## src/rtl/adc_chain_node.sv

```systemverilog
// adc_chain_node: one node of the per-row ADC readout daisy chain.
// On each rising edge of adc_ready it captures one sample per channel.
// Each sample is kept as is or delta-encoded against the previous sample.
// The words are then shifted toward data_to_post ahead of the upstream words.
// Word format is {flag, payload}: flag 0 marks a data word, all-ones is idle.
module adc_chain_node #(
  parameter int BITS_ADC = 12,
  parameter int CH_NUM   = 4,
  parameter int CNT_W    = 8
) (
  input  logic                       clk,
  input  logic                       rst,
  input  logic                       adc_ready,
  input  logic [CH_NUM*BITS_ADC-1:0] adc_data,
  input  logic                       mode_delta,
  input  logic                       shift_en,
  input  logic [BITS_ADC:0]          data_from_pre,
  output logic [BITS_ADC:0]          data_to_post,
  output logic                       busy,
  output logic [CNT_W-1:0]           overrun_cnt
);

  localparam int W    = BITS_ADC + 1;
  localparam int SC_W = $clog2(CH_NUM + 1);

  logic [W-1:0]        sr_reg   [CH_NUM];
  logic [BITS_ADC-1:0] prev_reg [CH_NUM];
  logic [BITS_ADC-1:0] sample   [CH_NUM];
  logic [BITS_ADC-1:0] word     [CH_NUM];

  logic            adc_ready_d_reg;
  logic            armed_reg;
  logic            load;
  logic [SC_W-1:0] shift_cnt_reg;
  logic            busy_reg;
  logic [CNT_W-1:0] overrun_cnt_reg;

  // adc_ready_d_reg is only meaningful after one post-reset sample.
  // armed_reg blocks a false edge when adc_ready is already high as reset
  // releases, so a level held across reset does not reload the node.
  assign load = adc_ready & ~adc_ready_d_reg & armed_reg;

  genvar gi;
  generate
    for (gi = 0; gi < CH_NUM; gi++) begin : g_ch
      logic signed [W-1:0] diff;

      assign sample[gi] = adc_data[gi*BITS_ADC +: BITS_ADC];

      // Compute the channel word: the raw sample, or the saturated delta.
      always_comb begin
        diff = $signed({1'b0, sample[gi]}) - $signed({1'b0, prev_reg[gi]});
        word[gi] = sample[gi];
        if (mode_delta) begin
          // The top two bits of the W-bit difference disagree exactly when
          // the value is outside the BITS_ADC-bit two's complement range.
          if (diff[W-1:W-2] == 2'b01) begin
            word[gi] = {1'b0, {(BITS_ADC-1){1'b1}}};
          end else if (diff[W-1:W-2] == 2'b10) begin
            word[gi] = {1'b1, {(BITS_ADC-1){1'b0}}};
          end else begin
            word[gi] = diff[BITS_ADC-1:0];
          end
        end
      end
    end
  endgenerate

  // Edge detect, frame load, chain shift, busy tracking and overrun counting.
  always_ff @(posedge clk) begin
    if (rst) begin
      for (int k = 0; k < CH_NUM; k++) begin
        sr_reg[k]   <= '1;
        prev_reg[k] <= '0;
      end
      adc_ready_d_reg <= 1'b0;
      armed_reg       <= 1'b0;
      shift_cnt_reg   <= '0;
      busy_reg        <= 1'b0;
      overrun_cnt_reg <= '0;
    end else begin
      adc_ready_d_reg <= adc_ready;
      armed_reg       <= 1'b1;
      if (load) begin
        // The load takes priority over a shift in the same cycle.
        // That shift is lost and the upstream word is not taken in.
        for (int k = 0; k < CH_NUM; k++) begin
          sr_reg[CH_NUM-1-k] <= {1'b0, word[k]};
          prev_reg[k]        <= sample[k];
        end
        shift_cnt_reg <= '0;
        busy_reg      <= 1'b1;
        if (busy_reg && (overrun_cnt_reg != {CNT_W{1'b1}})) begin
          overrun_cnt_reg <= overrun_cnt_reg + 1'b1;
        end
      end else if (shift_en) begin
        sr_reg[0] <= data_from_pre;
        for (int k = 1; k < CH_NUM; k++) begin
          sr_reg[k] <= sr_reg[k-1];
        end
        if (shift_cnt_reg != SC_W'(CH_NUM)) begin
          shift_cnt_reg <= shift_cnt_reg + 1'b1;
        end
        if (shift_cnt_reg >= SC_W'(CH_NUM - 1)) begin
          busy_reg <= 1'b0;
        end
      end
    end
  end

  assign data_to_post = sr_reg[CH_NUM-1];
  assign busy         = busy_reg;
  assign overrun_cnt  = overrun_cnt_reg;

endmodule
```

## config.mk

```make
export PLATFORM = sky130hd
export DESIGN_NAME = adc_chain_node
export DESIGN_NICKNAME = d
export VERILOG_FILES = /design/src/rtl/adc_chain_node.sv
export SDC_FILE = /design/constraint.sdc
export NUM_CORES = 1
export LEC_CHECK = 0
export BUFFER_PORTS_ARGS = -buffer_cell sky130_fd_sc_hd__buf_2
export CORE_UTILIZATION = 24
export CTS_BUF_LIST = sky130_fd_sc_hd__clkbuf_2 sky130_fd_sc_hd__clkbuf_4 sky130_fd_sc_hd__clkbuf_8
export DETAILED_ROUTE_END_ITERATION = 10
export GPL_ROUTABILITY_DRIVEN = 0
export GPL_TIMING_DRIVEN = 0
export PLACE_DENSITY = 0.5
export SYNTH_ARGS = -nofsm -noshare
export SYNTH_HDL_FRONTEND = slang
export SYNTH_SLANG_ARGS = --single-unit
```

## constraint.sdc

```tcl
create_clock -name clk -period 8 [get_ports clk]
set_input_delay 0 -clock clk [delete_from_list [all_inputs] [get_ports clk]]
set_output_delay 0 -clock clk [all_outputs]
set_load 0.01 [all_outputs]
```

### Yosys cells after proc, flatten, opt, wreduce, memory -nomap -nowiden

Memory sizes are Yosys's and may differ from the RTL's.
Index checks and enable logic that the tools add are counted.

| word-level totals | value |
|---|---|
| register bits | 14 |
| output and inout bits | 22 |
| logic and storage cells | 83 |
| memory bits (writable) | 100 |
| memories | 2 |
| input bits | 66 |

| cells by class | value |
|---|---|
| bitwise logic cells | 15 |
| magnitude comparators | 1 |
| multiplexer cells | 37 |
| equality and inequality tests | 10 |
| add/subtract/negate cells | 6 |
| reduce and logical (&&, ||, !) cells | 7 |

Memory list:

| memory | depth | width | rd ports | clocked after memory_dff | write ports | line | RTL |
|---|---|---|---|---|---|---|---|
| sr_reg | 4 | 13 | 4 | 0 | 4 | 26 | `logic [W-1:0] sr_reg [CH_NUM];` |
| prev_reg | 4 | 12 | 4 | 0 | 4 | 27 | `logic [BITS_ADC-1:0] prev_reg [CH_NUM];` |

Operator list:

| operator | count |
|---|---|
| 12-bit 2-to-1 mux | 16 |
| 13-bit 2-to-1 mux | 8 |
| 12-bit by 12-bit subtractor with 13-bit output | 4 |
| 1-bit 2-to-1 mux | 13 |
| 1-bit OR | 12 |
| 8-bit by 1-bit adder with 8-bit output (second input constant) | 1 |
| 2-bit by 1-bit == test with 1-bit output (second input constant) | 4 |
| 2-bit == test (second input constant) | 4 |
| 8-bit inequality test (second input constant) | 1 |
| 2-bit AND reduction | 3 |
| 2-bit nonzero test | 2 |
| 3-bit by 1-bit adder with 3-bit output (second input constant) | 1 |
| 3-bit by 2-bit greater-or-equal comparator with 1-bit output (second input constant) | 1 |
| 3-bit inequality test (second input constant) | 1 |
| 1-bit AND | 2 |
| 2-bit OR reduction | 1 |
| 1-bit logical AND | 1 |
| 1-bit inverter | 1 |

### Depth between registers and ports, before layout

| depth | value |
|---|---|
| depth in word-level cells | 8 |
| gate-level depth with buffers | 12 |
| depth with buffers taken out | 11 |

### Worst setup path before layout

OpenSTA, ideal clock, no wires.

| path | value |
|---|---|
| kind | register -> register |
| start point | reg armed_reg |
| end point | mem sr_reg[1][2] (netlist name), data pin |
| clock period less this slack | 2.793 ns |
| slack | 5.207 ns |
| data required time | 7.730 ns |
| arrival | 2.523 ns |
| path buffers | 1 |
| library setup time | 0.270 ns |
| stages on the path, launching flop included | 9 |
| path through | dfxtp_1 -> nand2_1 -> nor2_1 -> nor2_1 -> inv_1 -> nor2_1 -> clkbuf_1 -> a222oi_1 -> nand2_1 |

RTL lines:

| item | line | RTL |
|---|---|---|
| from (decl) | 32 | `logic armed_reg;` |
| from (signal assigned) | 77 | `armed_reg <= 1'b0;` |
| from (signal assigned) | 83 | `armed_reg <= 1'b1;` |
| to (decl) | 26 |  |

==> flow_metrics.env <==
export IMPL_htree_levels=4
export IMPL_synth_common_cells="edfxtp_1, nor2_1, inv_1, a21oi_1, o21ai_0"
export IMPL_finalCritPeriodShare=0.413
export IMPL_via_count=6765
export IMPL_min_period_ns=3.30
export IMPL_hold_viol_final=0
export IMPL_drtIter0Drc=511
export IMPL_finalPower_mw=1.69
export IMPL_slew_viol_final=0
export IMPL_clkTransAtPathRegs_ns=0.09
export IMPL_timing_setup_tns_ns=0
export IMPL_timing_fmax_mhz=303
export IMPL_synth_most_common_cell="edfxtp_1"
export IMPL_syn_num_nets=928
export IMPL_largest_register_ffs=52
export IMPL_dpl_instance_area_mm2=0.00872
export IMPL_synth_top_cells_by_area="edfxtp_1, ha_1, dfxtp_1, a21oi_1, nor2_1"
export IMPL_wl_per_cell_um=17.2
export IMPL_final_fill_count=3392
export IMPL_root_buffer="clkbuf_8"
export IMPL_rsz0062_at_grt="no"
export IMPL_syn_cell_area_mm2=0.00777
export IMPL_drtPass1Iterations=6
export IMPL_seqCellArea_mm2=0.00326
export IMPL_start_util=0.245
export IMPL_max_cap_viol_count=0
export IMPL_start_kind="flop"
export IMPL_met1_usage=0.202
export IMPL_die_y_um=182
export IMPL_antenna_found_initial=0
export IMPL_grt_max_degree=36
export IMPL_layout_drive_gt1_share=0.160
export IMPL_track_usage=0.149
export IMPL_die_w_um=182
export IMPL_power_density_mw_per_mm2=173
export IMPL_fin_skew_ns=0.0126
export IMPL_tightest_slew_ns=1.03
export IMPL_post_route_util=0.308
export IMPL_yosys_register_bits=114
export IMPL_ys_seq_area_frac=0.420
export IMPL_end_kind="flop"
export IMPL_rows=65
export IMPL_top_usage_layer="met2"
export IMPL_crit_arrival_ns=3.52
export IMPL_outcome="completed"
export IMPL_grt_pass1_vias=6666
export IMPL_clk_latency_ns=0.47
export IMPL_vdd_drop_max_mv=0.0946
export IMPL_port_buffers=86
export IMPL_place_hpwl_um=18100
export IMPL_cts_tree="yes"
export IMPL_routed_wl_um=24000
export IMPL_crit_type="flop to flop"
export IMPL_synth_edf_count=98
export IMPL_area_delta_synth_final_pct=25.8
export IMPL_grt_ovfl_total=0
export IMPL_cts_buffers=17
export IMPL_met3_usage=0.0325
export IMPL_cts_num_sinks=114
export IMPL_vias_per_cell=4.86
export IMPL_design_core_area_mm2=0.0317
export IMPL_setup_violations=0
export IMPL_ys_async_sr_fraction=0
export IMPL_clk_path_buf_depth=2
export IMPL_hp_class="input port to flop"
export IMPL_multiInputGateArea_mm2=0.00410
export IMPL_gr_usage_met2=0.239
export IMPL_io_pins=88
export IMPL_detail_route_antenna_nets=0
export IMPL_synthDominantCellAreaShare=0.379
export IMPL_slew_limit_headroom=0.311
export IMPL_postLayoutCellArea_mm2=0.00977
export IMPL_p_leak_nw=3.92
export IMPL_yosysTopAreaCell="edfxtp_1"
export IMPL_yosysWarnings=0
export IMPL_post_synth_cell_area_avg_um2=9.64
export IMPL_dieArea_mm2=0.0331
export IMPL_ys_types=80
export IMPL_cp_max_fo=35
export IMPL_syn_instance_count=806
export IMPL_ys_flop_type="edfxtp_1"
export IMPL_diodes=0
export IMPL_drc=0
export IMPL_nets=1098
export IMPL_grt_pass1_wl_um=37300
export IMPL_cp_required_ns=8.22
[worst paths after layout]
path,depth (start not counted),slack [ns],start,endpoint
worst max register to register,10,4.70,armed_reg,sr_reg[0][6]
worst min-delay path,3,0.07,data_from_pre[2],sr_reg[0][2]
worst max-delay path,10,4.70,armed_reg,sr_reg[0][6]
worst min register to register,2,0.52,busy,busy
[critical path, cell delays in order, from the launching register on]
cell	delay, ns
dfxtp_1	0.31
nand2_1	0.06
nor2_1	0.10
nor2_1	0.30
inv_2	0.29
buf_12	0.28
nor2_1	0.36
clkbuf_1	0.47
a31o_2	0.22
o211ai_1	0.10
dlygate4sd3_1	0.56
[power breakdown]
group | internal, mW | switching, mW
clock | 0.287 | 0.296
combinational | 0.169 | 0.236
sequential | 0.686 | 0.0124
[cells by family (layout without fill, tap and decap cells)]
kind of cell	after synthesis	count (layout)	synth area share
xor gates and xnor gates	34	34	0.0408
buffers and inverters	100	283	0.0522
and+or+nand+nor	232	232	0.147
adders and majority gates	59	59	0.0980
muxes	10	10	0.0156
AOI/OAI and AO/OA	257	257	0.227
DFF	114	114	0.420
[metrics by stage]
stage                     hold WS (ns)  instances  setup WS (ns)
after floorplan                  0.128        806           5.21
after global placement           0.231       1294           3.60
after detailed placement         0.235       1295           4.81
after CTS                       0.0363       1391           4.68
after global routing            0.0486       1391           4.36
final                           0.0665       1391           4.70
[final cells by class]
class	instances	share of cell area
buffer	31	0.0150
clock inverter	15	0.0177
timing repair buffer	151	0.112
inverter	69	0.0265
clock buffer	17	0.0240
multi-input combinational	592	0.420
sequential	114	0.334
tap	402	0.0515
[layout by cell type (no fill, tap or decap), drive strengths merged, types with 16 or more instances in the layout]
master and count:
clkbuf 42, a211oi 19, ha 52, inv 77
a21oi 62, buf 92, dlygate4sd3 64, xnor2 22
nand2 46, a21o 17, nor2 76, and3 45
o21ai 55, dfxtp 16, o21a 16, edfxtp 98
[timing repair]
item,CTS,global route
endpoints found under the setup margin,0,0
hold buffers,64,0
gates resized for setup,0,0
endpoints found under the hold margin,78,0
buffers inserted,0,0
[per-layer routing]
layer,vias up,part of all wire
li1,3350,-
met1,3205,0.47
met2,188,0.45
met3,22,0.059
met4,0,0.014
met5,-,0
No activity file was read; power rests on OpenSTA's default activity.
